## src/rtl/seq_pkg.sv

```systemverilog
// rtl/seq_pkg.sv - shared types and defaults for the step sequencer
package seq_pkg;

    typedef enum logic {
        IDLE = 1'b0,
        RUN  = 1'b1
    } seq_state_t;

    localparam int DEF_NUM_STEPS = 8;
    localparam int DEF_NOTE_W    = 4;
    localparam int BEAT_CYCLES   = 5000000;

    // One pattern slot at the default note width: play/rest flag plus note code
    typedef struct packed {
        logic                  valid;
        logic [DEF_NOTE_W-1:0] note;
    } step_t;

endpackage

```

## src/rtl/seq_gate_timer.sv

```systemverilog
// rtl/seq_gate_timer.sv - per-step gate down-counter, reloaded at each step start
module seq_gate_timer #(
    parameter int GATE_CYCLES = 2500000
) (
    input  logic clk,
    input  logic n_rst,
    input  logic i_load,
    input  logic i_valid,
    input  logic i_stop,
    output logic o_gate
);
    localparam int CNT_W = $clog2(GATE_CYCLES + 1);
    localparam logic [CNT_W-1:0] LOAD_VAL = CNT_W'(GATE_CYCLES);

    logic [CNT_W-1:0] r_cnt;
    logic             r_gate;

    // Count holds the cycles left including the current one; gate drops once it reaches 1
    always_ff @(posedge clk or negedge n_rst) begin
        if (!n_rst) begin
            r_cnt  <= '0;
            r_gate <= 1'b0;
        end else if (i_stop) begin
            r_cnt  <= '0;
            r_gate <= 1'b0;
        end else if (i_load) begin
            r_cnt  <= LOAD_VAL;
            r_gate <= i_valid;
        end else begin
            if (r_cnt != '0) begin
                r_cnt <= r_cnt - 1'b1;
            end
            r_gate <= r_gate && (r_cnt > CNT_W'(1));
        end
    end

    assign o_gate = r_gate;

endmodule

```

## src/rtl/step_sequencer.sv

```systemverilog
// rtl/step_sequencer.sv - beat-driven step pattern engine with record and gate output
module step_sequencer
    import seq_pkg::*;
#(
    parameter int NUM_STEPS   = DEF_NUM_STEPS,
    parameter int NOTE_W      = DEF_NOTE_W,
    parameter int GATE_CYCLES = BEAT_CYCLES / 2
) (
    input  logic                         clk,
    input  logic                         n_rst,
    input  logic                         sequencer_on,
    input  logic                         beat_pulse,
    input  logic                         rec_en,
    input  logic                         key_valid,
    input  logic [NOTE_W-1:0]            key_note,
    input  logic                         key_rest,
    input  logic                         clear_all,
    output logic [$clog2(NUM_STEPS)-1:0] step_idx,
    output logic [NUM_STEPS-1:0]         step_onehot,
    output logic                         step_start,
    output logic [NOTE_W-1:0]            note_out,
    output logic                         gate
);
    localparam int IDX_W = $clog2(NUM_STEPS);

    seq_state_t           r_state;
    seq_state_t           w_state_next;
    logic [IDX_W-1:0]     r_step_idx;
    logic [IDX_W-1:0]     w_next_idx;
    logic [NUM_STEPS-1:0] r_onehot;
    logic [NUM_STEPS-1:0] w_next_onehot;
    logic                 r_step_start;
    logic                 w_start;
    logic [NOTE_W-1:0]    r_note;
    logic [NOTE_W-1:0]    w_next_note;
    logic                 w_next_valid;
    logic                 w_gate;
    logic [NUM_STEPS-1:0] r_valid;
    logic [NOTE_W-1:0]    r_notes [NUM_STEPS];

    // State register
    always_ff @(posedge clk or negedge n_rst) begin
        if (!n_rst) begin
            r_state <= IDLE;
        end else begin
            r_state <= w_state_next;
        end
    end

    // Next state: the run enable alone decides between IDLE and RUN
    always_comb begin
        w_state_next = r_state;
        case (r_state)
            IDLE:    if (sequencer_on)  w_state_next = RUN;
            RUN:     if (!sequencer_on) w_state_next = IDLE;
            default: w_state_next = IDLE;
        endcase
    end

    // Next output values: a step starts on entering RUN (at step 0) or on a beat while running
    always_comb begin
        w_start    = 1'b0;
        w_next_idx = r_step_idx;
        case (r_state)
            IDLE: begin
                if (sequencer_on) begin
                    w_start    = 1'b1;
                    w_next_idx = '0;
                end
            end
            RUN: begin
                if (!sequencer_on) begin
                    w_next_idx = '0;
                end else if (beat_pulse) begin
                    w_start    = 1'b1;
                    w_next_idx = r_step_idx + 1'b1;
                end
            end
            default: w_next_idx = '0;
        endcase
        w_next_onehot = '0;
        if (w_state_next == RUN) begin
            w_next_onehot[w_next_idx] = 1'b1;
        end
        w_next_note  = w_start ? r_notes[w_next_idx] : r_note;
        w_next_valid = r_valid[w_next_idx];
    end

    // Output registers; note_out holds its last value while idle
    always_ff @(posedge clk or negedge n_rst) begin
        if (!n_rst) begin
            r_step_idx   <= '0;
            r_onehot     <= '0;
            r_step_start <= 1'b0;
            r_note       <= '0;
        end else begin
            r_step_idx   <= w_next_idx;
            r_onehot     <= w_next_onehot;
            r_step_start <= w_start;
            r_note       <= w_next_note;
        end
    end

    // Pattern memory: clear_all beats rest, rest beats a key write; writes hit the pre-advance step
    always_ff @(posedge clk or negedge n_rst) begin
        if (!n_rst) begin
            r_valid <= '0;
            for (int i = 0; i < NUM_STEPS; i++) begin
                r_notes[i] <= '0;
            end
        end else if (clear_all) begin
            r_valid <= '0;
        end else if (rec_en && key_rest) begin
            r_valid[r_step_idx] <= 1'b0;
        end else if (rec_en && key_valid) begin
            r_valid[r_step_idx] <= 1'b1;
            r_notes[r_step_idx] <= key_note;
        end
    end

    seq_gate_timer #(
        .GATE_CYCLES(GATE_CYCLES)
    ) u_gate_timer (
        .clk    (clk),
        .n_rst  (n_rst),
        .i_load (w_start),
        .i_valid(w_next_valid),
        .i_stop (!sequencer_on),
        .o_gate (w_gate)
    );

    assign step_idx    = r_step_idx;
    assign step_onehot = r_onehot;
    assign step_start  = r_step_start;
    assign note_out    = r_note;
    assign gate        = w_gate;

endmodule

```

## config.mk

```make
export PLATFORM = sky130hd
export DESIGN_NAME = step_sequencer
export DESIGN_NICKNAME = d
export VERILOG_FILES = /design/src/rtl/seq_pkg.sv /design/src/rtl/seq_gate_timer.sv /design/src/rtl/step_sequencer.sv
export SDC_FILE = /design/constraint.sdc
export NUM_CORES = 1
export LEC_CHECK = 0
export ABC_AREA = 1
export CAP_MARGIN = 20
export CELL_PAD_IN_SITES_DETAIL_PLACEMENT = 0
export CELL_PAD_IN_SITES_GLOBAL_PLACEMENT = 1
export CORE_MARGIN = 1.5
export CORE_UTILIZATION = 47
export CTS_CLUSTER_SIZE = 8
export DETAILED_ROUTE_END_ITERATION = 10
export GPL_ROUTABILITY_DRIVEN = 1
export GPL_TIMING_DRIVEN = 0
export PLACE_DENSITY = 0.91
export SLEW_MARGIN = 0
export SYNTH_ARGS = -nofsm -noshare
export SYNTH_HDL_FRONTEND = slang
export SYNTH_SLANG_ARGS = --single-unit
```

## constraint.sdc

```tcl
create_clock -name clk -period 4.6 [get_ports clk]
set_input_delay 0.69 -clock clk [delete_from_list [all_inputs] [get_ports clk]]
set_output_delay 0.69 -clock clk [all_outputs]
set_load 0.02 [all_outputs]
```

# Yosys cells after proc, flatten, opt, wreduce, memory -nomap -nowiden
# Index checks and enable logic that the tools add are counted.
[totals]
regBits = 80
inputBits = 12
out_inout_bits = 17
[classes]
addsub = 2
magnitude_cmp = 8
eq_ne = 1
n_mux = 29
n_bitwise = 8
reduce_logical = 9
[op_table]
columns = ["op", "n"]
rows = [
  ["$mux W22", 3],
  ["$bwmux W32", 1],
  ["$mux W8", 4],
  ["$gt A22 B1 Y1 const B", 1],
  ["$reduce_bool A22 Y1", 1],
  ["$sub A22 B1 Y22 const B", 1],
  ["$bmux W4 S3", 1],
  ["$demux W4 S3", 1],
  ["$mux W4", 3],
  ["$mux W3", 3],
  ["$and A8 B8 Y8", 1],
  ["$ge A4 B4 Y1 const B", 2],
  ["$lt A3 B4 Y1 const B", 2],
  ["$mux W1", 8],
  ["$not A3 Y4", 2],
  ["$not A8 Y8", 1],
  ["$or A8 B8 Y8", 1],
  ["$demux W1 S3", 2],
  ["$ge A3 B1 Y1 const B", 2],
  ["$logic_and A1 B1 Y1", 6],
  ["$pmux W3 S2", 1],
  ["$lt A4 B1 Y1 const B", 1],
  ["$add A3 B1 Y3 const B", 1],
  ["$bmux W1 S3", 1],
  ["other kinds (5)", 7],
]

# Longest topological paths before layout
# Gate-level depths: netlist of the first run.
[logic_depth]
ltp_word = 9
ltp_mapped = 13

# Cells and area by module
# Synthesis of the first run repeated with hierarchy kept, for this count alone.
[unflattened]
cells_unflattened = 551
area_unflattened_um2 = 4206.5
[modules_own_cells]
columns = ["module", "n_inst", "cells_each", "area_per_inst_um2", "seq_area_each_um2"]
rows = [
  ["step_sequencer", 1, 333, 2712.6, 1426.4],
  ["seq_gate_timer", 1, 218, 1493.9, 575.6],
]

# Worst setup path after synthesis of the first run
# Ideal clock, no wire load.
[synth_timing]
path_type = "input to register"
startpoint = "input sequencer_on"
endpoint = "register r_note[0], in the netlist note_out[0]"
arrival_time_ns = 1.687
required_ns = 4.483
setup_slack_ns = 2.796
cell_stages = 12
n_path_buf = 2
cell_sequence = "buf_2 -> nor2_2 -> nand2_1 -> nand2_1 -> nand2_1 -> buf_2 -> nand2_1 -> nand2_1 -> nand2_1 -> nand3_1 -> nor2_1 -> nor2_1"
[synth_between]
elab_chain_cells = 6
word_cells_on_any_way = 10
classes_between = "mux (9); bitwise (1)"
[synth_lines]
columns = ["item", "line", "text"]
rows = [
  ["start, declared", "step_sequencer.sv:11", "input logic sequencer_on,"],
  ["$mux W3, on equally long branches", "step_sequencer.sv:72, step_sequencer.sv:66", ""],
  ["$pmux W3 S2", "step_sequencer.sv:64", "case (r_state)"],
  ["$not A3 Y4 (implied by the code)", "step_sequencer.sv:85", "w_next_note = w_start ? r_notes[w_next_idx] : r_note;"],
  ["$bmux W4 S3", "step_sequencer.sv:85", ""],
  ["$mux W4 (implied by the code) (2 in a row)", "step_sequencer.sv:85", ""],
  ["end signal, assigned", "step_sequencer.sv:100", "r_note <= w_next_note;"],
  ["end, declared", "step_sequencer.sv:34", "logic [NOTE_W-1:0] r_note;"],
]
# Several ways; a longest one is shown, not always the timed one. The select of a mux whose other input is x is not followed.
# A chain may end at the register's enable or synchronous reset.

# Worst setup path after layout of the first run
[layout_timing]
startpoint = "input sequencer_on"
endpoint = "register u_gate_timer.r_cnt[14]"
[layout_between]
elab_chain_cells = 4
word_cells_on_any_way = 6
classes_between = "eq/ne (1); mux (5)"
[layout_lines]
columns = ["item", "line", "text"]
rows = [
  ["$mux W1, on equally long branches", "step_sequencer.sv:72, step_sequencer.sv:66", ""],
  ["$pmux W1 S2", "step_sequencer.sv:64", ""],
  ["$mux W22", "seq_gate_timer.sv:26", "end else if (i_load) begin"],
  ["$mux W22", "seq_gate_timer.sv:23", "end else if (i_stop) begin"],
  ["end signal, assigned", "seq_gate_timer.sv:31", "r_cnt <= r_cnt - 1'b1;"],
  ["end, declared", "seq_gate_timer.sv:15", "logic [CNT_W-1:0] r_cnt;"],
]
# Several ways; a longest one is shown, not always the timed one.

==> flow_summary.toml, run 1 <==
[outcome]
outcome = "complete, no violations"

[cts]
clkTransAtPathRegs_ns = 0.09
root_buffer = "clkbuf_8"
clock_path_buffers = 2
cts.htree.levels = 3
cts_buffers = 9
cts.sinks = 80
ctsHoldBuffers = 0
insertion_delay_ns = 0.35
cts_setup_buffers = 0
cts_tree = "yes"
cts_resized = 0

[die]
dieArea_um2 = 9030
rows = 33
die_w_um = 95.1
start_util_pct = 48.5
die_h_um = 95.1
core_um2 = 8220
ioPinCount = 29

[min_path]
hold_path.class = "in -> async"

[setup_path]
max_stage_delay_ns = 0.48
critical_path_peak_fanout = 9
required_ns = 4.87
reg2reg_depth = 7
cp_common_cell = "inv_1"
crit_chain = "clkdlybuf4s50_1, buf_2, inv_1, a21oi_2, inv_2, nand2_1, inv_1, nor3_1"
crit_family = "buffers and inverters"
crit_type = "in -> reg"
worst_path_max_delay_cell = "clkdlybuf4s50_1"
critPathLaunchType = "input pin"
cp.depth = 8
cp.arrival_ns = 2.54
cp-end-kind = "flop"
critPathBufInv = 5
ff2ff_setup_slack_ns = 2.58

[synth]
postSynthCellCount = 517
yosys_register_bits = 80
yosysTopAreaCell = "dfrtp_1"
ys_warn_count = 0
seq_area_frac_synth_pct = 50.3
synthFlopType = "dfrtp_1"
syn_area_um2 = 3980
synthTopCellsByArea = "dfrtp_1 50%, nand2_1 16%, nor2_1 6.2%"
avgSynthCellArea_um2 = 7.70
synth_cell_types = 32
syn_nets = 532
netlist.area_leader.share_pct = 50.3
synth_edf_count = 0
postSynth.asyncResetShare_pct = 100

[route]
drt_iter0_markers = 192
via_per_inst = 5.25
totalWireLength_mm = 9.54
post_drt_wl_per_cell_um = 14.3
antenna_left = 0
route.detailed.drc = 0
dr.pass1.iters = 4
via_count = 3494

[timing]
fin_tns_setup_ns = 0
drv_slew = 0
clock_skew_ns = 0.00740
finalHoldViolCount = 0
rsz0062_at_grt = "false"
period_minus_slack_ns = 2.27
fin_crit_sh_pct = 49.3
relSlewSlack_pct = 64.1
fmax_mhz = 441
setup_viol = 0
worst_pin_slew_ns = 0.538

[global_routing]
grt_use_met3_pct = 3.75
grt_pass1_vias = 3206
met1_usage_pct = 30.8
grt_first_pass_wirelength_mm = 15.9
gr-usage-all-layers_pct = 23.2
busiest_layer = "met2"
grt_max_degree = 56
antenna_found_initial = 0
grt_use_met2_pct = 38.5
grt-ovfl-total = 0

[layout]
drive_gt1_share_pct = 7.68
antennaDiodeCount = 0
areaGrowthSynthToFinish_pct = 15.3
nets = 571
stdcell_count = 665

[placed_design]
portBuffers = 27
gp_congestion = 0.853
dp_hpwl_mm = 6.93
place_inst = 650

[job]
cap_violations = 0

[power_and_ir_drop]
cellLeakagePower_uw = 0.00224
p_per_area_nw_per_um2 = 346
peakVddDrop_mv = 0.166
-- metrics by stage --
stage / cell area, µm² / hold slack (ns) / setup WS (ns) / utilization [%] / total power, µW
after detailed placement: 4410 / 0.474 / 1.98 / 53.7 / 1120
after CTS: 4590 / 0.256 / 2.31 / 55.9 / 1600
after floorplan: 3980 / 0.394 / 2.80 / - / 1010
after global routing: 4590 / 0.259 / 2.21 / 55.9 / 1680
after global placement: 4380 / 0.465 / -0.0468 / 53.4 / 1110
final: 4590 / 0.239 / 2.33 / 55.9 / 1590
-- final timing paths --
check / from / end
hold / removal: n_rst / u_gate_timer.r_cnt[1]
setup / recovery: sequencer_on / u_gate_timer.r_cnt[14]
hold reg to reg: r_notes[8] / r_notes[8]
max in group asynchronous: n_rst / r_notes[26]
min in group clk: r_notes[8] / r_notes[8]
setup reg to reg: u_gate_timer.r_cnt[0] / u_gate_timer.r_cnt[8]
-- cell type report --
| cell class | count | area [µm²] |
|---|---|---|
| plain buffers | 7 | 46.3 |
| flip-flops and latches | 80 | 2000 |
| repair buffers | 28 | 295 |
| multi-input cells | 383 | 1760 |
| clock inverters | 4 | 30.0 |
| fillers | 777 | 3630 |
| clock buffers | 11 | 151 |
| inverters | 47 | 176 |
| well taps | 105 | 131 |
-- cell usage in the layout (no fill, tap or decap), types with 3 or more instances in the layout --
cell type	n
nand3b_1	3
nand2_1	175
o21ai_0	41
clkinvlp_4	4
a21oi_1	20
buf_2	4
nand3_1	18
nand2_2	3
inv_2	5
inv_1	41
nand4_1	6
nand3_2	3
nor3_1	15
nor2_1	66
a211oi_1	6
nor2_2	5
clkbuf_8	11
clkdlybuf4s50_1	26
dfrtp_1	80
ha_1	3
xor2_1	5
-- per-layer routing --
metal / up-vias / wire (µm)
met3: 14 / 306
met4: 0 / 163
met1: 1668 / 4330
met5: - / 0
met2: 68 / 4740
li1: 1744 / -
-- worst reg2reg max path, stage by stage (launching register included) --
cell	delay [ns]
dfrtp_1	0.43
inv_1	0.12
ha_1	0.20
nand2_1	0.17
nor2_1	0.21
nand4_2	0.24
o21ai_2	0.41
a21oi_1	0.09
-- synth_stat cells, drive strengths merged, types with 5 or more instances --
cell and instances:
a21oi 21, o21ai 43, nand4 7, inv 46
buf 6, dfrtp 80, nor2 71, nand2 178
xor2 5, a211oi 6, nand3 21, nor3 16
-- logic make-up after synthesis --
logic type	after synthesis	share of synthesized area (%)
DFF	80	50.3
buffers and inverters	54	5.59
AOI/OAI and AO/OA	78	10.8
xor gates and xnor gates	5	1.10
adders and majority gates	3	0.943
and+or+nand+nor	297	31.3
-- power breakdown --
part           switching (µW)  internal (µW)  total [µW]  leakage, µW
logic                     202            111         314      0.00109
clock network             264            222         486    0.0000797
registers                36.5            754         790      0.00107
-- registers in the layout (all words and copies together), names as in the netlist --
signal,count
u_gate_timer.o_gate,1
step_onehot,8
step_start,1
r_state,1
note_out,4
r_notes,32
step_idx,3
r_valid,8
u_gate_timer.r_cnt,22
No activity file was read; power rests on OpenSTA's default activity.
==> run 2: changes to the inputs <==
CORE_UTILIZATION = 39   (was 47)
PLACE_DENSITY = 0.81   (was 0.91)
clock period = 1.9 ns   (was 4.6 ns; I/O delays follow)
==> run 2 against run 1 <==
Net effect: first-iteration DRC count is 18% higher; clock power grew to 2.6 times the previous value; total power grew to 2.5 times the previous value; via count is 1.1% lower; hold slack better by 0.096 ns; combinational power grew to 2.6 times the previous value; sequential share of layout area is 1.7 points lower; critical path type is now reg -> reg; critical endpoint is now u_gate_timer.r_cnt[13].
==> flow_summary.toml, run 2 (synthesized netlist as in run 1, its figures left out) <==
[setup_path]
worstReg2RegEnd = "u_gate_timer.r_cnt[13]"
worst_path_max_delay_cell = "dfrtp_1"
cp-endpoint = "u_gate_timer.r_cnt[13]"
reg2reg_depth = 7
ff2ff_setup_slack_ns = 0.15
required_ns = 2.13
critical_path_peak_fanout = 8
crit_chain = "inv_1, ha_2, nand2_4, nor2_4, nand4_4, o21ai_4, nor2_1"
max_stage_delay_ns = 0.43
critical_path.startpoint = "u_gate_timer.r_cnt[0]"
cp.arrival_ns = 1.99
cp-end-kind = "flop"
rr_startpoint = "u_gate_timer.r_cnt[0]"
crit_type = "reg -> reg"
critPathLaunchType = "flop"

[layout]
register_area_um2 = 2000
largestRegisters = "r_notes (32), u_gate_timer.r_cnt (22)"
final_cell_mix = "172 x nand2_1, 78 x dfrtp_1, 62 x nor2_1"
antennaDiodeCount = 0
top_register = "r_notes"
areaGrowthSynthToFinish_pct = 20.0
nets = 576
largest_reg_flops = 32
fillers = 1027
layout_commonest_cell = "nand2_1"
drive_gt1_share_pct = 10.4
multi_input_area_um2 = 1850

[die]
die_w_um = 104
core_um2 = 9820
dieArea_um2 = 10800
start_util_pct = 40.6
die_h_um = 104
ioPinCount = 29
rows = 36

[route]
antenna_left = 0
route.detailed.drc = 0
post_drt_wl_per_cell_um = 13.7
via_count = 3454
totalWireLength_mm = 9.55
via_per_inst = 4.95
drt_iter0_markers = 226
dr.pass1.iters = 4

[power_and_ir_drop]
p_clk_share_pct = 31.5
peakVddDrop_mv = 0.374
p_int_uw = 2740
combPwrFrac_pct = 20.6
cellLeakagePower_uw = 0.00228
power_switching_uw = 1260
p_sw_share_pct = 31.5
seq_power_share_pct = 47.8
finalPower_uw = 4000
p_per_area_nw_per_um2 = 837

[global_routing]
grt_max_degree = 65
gr-usage-all-layers_pct = 18.6
antenna_found_initial = 0
grt-ovfl-total = 0
grt_pass1_vias = 3283
grt_first_pass_wirelength_mm = 16.2

[timing]
rsz0062_at_grt = "false"
finalHoldViolCount = 0
fmax_mhz = 570
fin_ws_ns = 0.146
setup_viol = 0
drv_slew = 0
period_minus_slack_ns = 1.75
clock_skew_ns = 0.00717
relSlewSlack_pct = 66.1
worst_pin_slew_ns = 0.508
fin_crit_sh_pct = 92.3

[cts]
cts_tree = "yes"
clkTransAtPathRegs_ns = 0.09
cts.htree.levels = 3
insertion_delay_ns = 0.35
cts.sinks = 80
cts_buffers = 9
clock_path_buffers = 2
root_buffer = "clkbuf_8"

[placed_design]
portBuffers = 27
dp_hpwl_mm = 6.99
dp_slack_ns = -0.310
gp_congestion = 0.857

[outcome]
outcome = "complete, no violations"

[job]
cap_violations = 0

[min_path]
hold_path.class = "in -> async"
[run 2: per-layer routing]
layer | up-vias | share of wire (%) | GRT usage [%]
li1 | 1756 | - | -
met1 | 1643 | 48 | 25.3
met2 | 45 | 48 | 30.8
met3 | 10 | 2.3 | 2.82
met4 | 0 | 1.1 | 5.65
met5 | - | 0 | 0
[run 2: worst min path at each step]
stage / end / slack (ns) / depth (start not counted)
6_report: u_gate_timer.r_cnt[0] / 0.33 / 2
5_1_grt: u_gate_timer.r_cnt[0] / 0.34 / 2
4_1_cts: r_notes[31] / 0.33 / 2
3_5_place_dp: u_gate_timer.r_cnt[0] / 0.18 / 1
3_3_place_gp: r_notes[24] / 0.47 / 2
2_1_floorplan: note_out[0] / -0.01 / 0
[run 2: stage by stage]
step / cells / TNS (ns) / utilization [%] / area [µm²] / hold WS, ns
after global placement: 677 / -191.98 / 45.0 / 4420 / 0.466
after global routing: 698 / 0 / 48.7 / 4780 / 0.342
final: 698 / 0 / 48.7 / 4780 / 0.335
after floorplan: 517 / 0 / - / 3980 / -0.0106
after detailed placement: 678 / -6.31 / 45.3 / 4440 / 0.178
after CTS: 694 / 0 / 47.6 / 4670 / 0.333
[run 2: critical path, delay by kind of cell (launching register included)]
kind / cells / cell delay (ns)
and+or+nand+nor: 4 / 0.53
DFF: 1 / 0.43
AOI/OAI and AO/OA: 1 / 0.32
adders and majority gates: 1 / 0.23
buffers and inverters: 1 / 0.12
[run 2: cell type report]
class | count | area share (%)
Tap cell | 133 | 3.48
Multi-Input combinational cell | 383 | 38.7
Clock buffer | 9 | 2.59
Sequential cell | 80 | 41.9
Buffer | 7 | 1.10
Timing Repair Buffer | 33 | 7.02
Clock inverter | 6 | 1.47
Inverter | 47 | 3.69
[run 2: power groups by stage]
| stage | Combinational [µW] | Clock (µW) | Sequential (µW) |
|---|---|---|---|
| after floorplan | 476 | 0 | 1960 |
| after global placement | 740 | 0 | 1940 |
| after detailed placement | 757 | 0 | 1950 |
| after CTS | 781 | 1290 | 1910 |
| after global routing | 932 | 1360 | 1930 |
| final | 826 | 1260 | 1910 |
[run 2: what timing repair did]
action | CTS | global route
endpoints found under the hold margin | 16 | 0
hold buffers | 1 | 0
resized for setup | 5 | 21
buffers inserted | 0 | 4
setup endpoints to repair | 10 | 20
pin swaps | 1 | 1
==> run 3: changes to the inputs <==
CORE_ASPECT_RATIO = 0.9   (was default)
CORE_MARGIN = default   (was 1.5)
==> run 3 against run 2 <==
Net effect: hold slack better by 0.073 ns; critical path depth is 7 higher; worst setup slack got worse by 0.042 ns; maximum frequency fell by 2.4%; core utilization rose by 0.72 points; register-to-register slack got worse by 0.04 ns; non-clock buffer count shrank 3; first-iteration DRC count is 30% lower; cell count down 1.3%; clock power is 31% higher; combinational power down 2%; via count decreased by 0.93%; critical endpoint is now note_out[3]; largest cell class unchanged; highest routed layer unchanged.
==> flow_summary.toml, run 3 (synthesized netlist as in run 1, its figures left out) <==
[timing]
fmax_mhz = 557
finalHoldViolCount = 0
rsz0062_at_grt = "true"
worst_pin_slew_ns = 0.528
relSlewSlack_pct = 64.8
setup_viol = 0
period_minus_slack_ns = 1.80
fin_ws_ns = 0.103
drv_slew = 0
clock_skew_ns = 0.00475
fin_crit_sh_pct = 94.6

[power_and_ir_drop]
seq_power_share_pct = 43.8
p_sw_share_pct = 29.0
p_int_uw = 3110
combPwrFrac_pct = 18.4
p_clk_share_pct = 37.8
power_switching_uw = 1270
peakVddDrop_mv = 0.592
p_per_area_nw_per_um2 = 906
cellLeakagePower_uw = 0.00232

[route]
via_count = 3422
route.detailed.drc = 0
post_drt_wl_per_cell_um = 14.0
totalWireLength_mm = 9.64
dr.pass1.iters = 4
drt_iter0_markers = 159
via_per_inst = 4.97
antenna_left = 0

[layout]
areaGrowthSynthToFinish_pct = 21.3
antennaDiodeCount = 0
final_cell_mix = "173 x nand2_1, 78 x dfrtp_1, 61 x nor2_1"
drive_gt1_share_pct = 9.77
stdcell_area_um2 = 4830
largest_reg_flops = 32
nets = 573
fillers = 970
layout_commonest_cell = "nand2_1"
top_register = "r_notes"
largestRegisters = "r_notes (32), u_gate_timer.r_cnt (22)"

[die]
rows = 34
die_h_um = 97.9
core_um2 = 9780
ioPinCount = 29
dieArea_um2 = 10600
die_w_um = 109
start_util_pct = 40.7

[placed_design]
gp_congestion = 0.798
place_area_um2 = 4440
portBuffers = 27
dp_hpwl_mm = 6.85
dp_slack_ns = -0.386

[min_path]
hold_path.class = "in -> async"

[global_routing]
grt_max_degree = 56
grt_pass1_vias = 3244
grt-ovfl-total = 0
antenna_found_initial = 0
gr-usage-all-layers_pct = 20.0
grt_first_pass_wirelength_mm = 16.4

[setup_path]
reg2reg_depth = 7
cp-end-kind = "flop"
critPathLaunchType = "input pin"
critical_path_peak_fanout = 10
crit_type = "in -> reg"
cp.arrival_ns = 2.02
required_ns = 2.12
ff2ff_setup_slack_ns = 0.11

[cts]
cts_tree = "yes"
cts_buffers = 9
clkTransAtPathRegs_ns = 0.06
root_buffer = "clkbuf_16"
insertion_delay_ns = 0.33
cts.sinks = 80
cts.htree.levels = 3
clock_path_buffers = 2

[job]
cap_violations = 0

[outcome]
outcome = "complete, no violations"
[run 3: changes by cell type in the layout (fill, tap and decap cells not counted), moves of 2 or more]
| cell | delta |
|---|---|
| clkbuf_16 | +9 |
| clkbuf_8 | -6 |
| buf_4 | -2 |
| clkbuf_1 | +2 |
[run 3: cell type report]
cell class	count	area [µm²]	area share [%]
Multi-Input combinational cell	383	1840	38.1
Tap cell	126	158	3.26
Sequential cell	80	2000	41.5
Timing Repair Buffer	30	313	6.47
Clock buffer	14	274	5.67
Inverter	47	180	3.73
Clock inverter	2	12.5	0.259
Buffer	7	51.3	1.06
[run 3: worst max-delay path, stage by stage]
cell	delay, ns
clkdlybuf4s50_1	0.48
buf_4	0.19
nand2_1	0.08
inv_2	0.10
nand2_1	0.05
nand2_1	0.05
nand2_1	0.09
buf_2	0.22
nand2_1	0.08
nand2_1	0.06
nand2_1	0.06
nand3_1	0.09
nor2_2	0.12
nor2_1	0.05
[run 3: timing repair]
action	CTS	global route
gates resized for setup	6	20
setup buffers	1	0
pin swaps	2	1
setup endpoints to repair	11	19
endpoints found under the hold margin	25	0
gates cloned	0	0
hold buffers	1	0
[run 3: per-layer routing]
layer / wire length [µm] / global-route usage, %
met5: 0 / 0
met4: 80 / 5.30
met3: 331 / 4.67
met2: 4240 / 30.0
met1: 4980 / 29.0
[run 3: stage by stage]
step	utilization (%)	power, µW	instances	TNS (ns)	hold WS, ns
finish	49.4	4380	689	0	0.408
global route	49.4	4600	689	-0.0298	0.422
CTS	48.8	4400	689	0	0.415
detailed placement	45.3	2700	671	-7.12	0.224
global placement	45.1	2680	670	-192.84	0.467
floorplan	-	2440	517	0	-0.0106
[run 3: power groups by stage]
stage	clock (µW)	combinational (µW)	sequential (µW)
2_1_floorplan	0	476	1960
3_3_place_gp	0	743	1940
3_5_place_dp	0	756	1940
4_1_cts	1700	789	1910
5_1_grt	1760	915	1930
6_report	1650	807	1920
[run 3: path summary, 6_finish.rpt]
kind / start / endpoint
worst max-delay path: sequencer_on / note_out[3]
worst min-delay path: n_rst / step_idx[2]
worst max register to register: u_gate_timer.r_cnt[0] / u_gate_timer.r_cnt[21]
worst min register to register: r_notes[2] / r_notes[2]
max in group asynchronous: n_rst / u_gate_timer.r_cnt[21]
min in group clk: sequencer_on / r_state
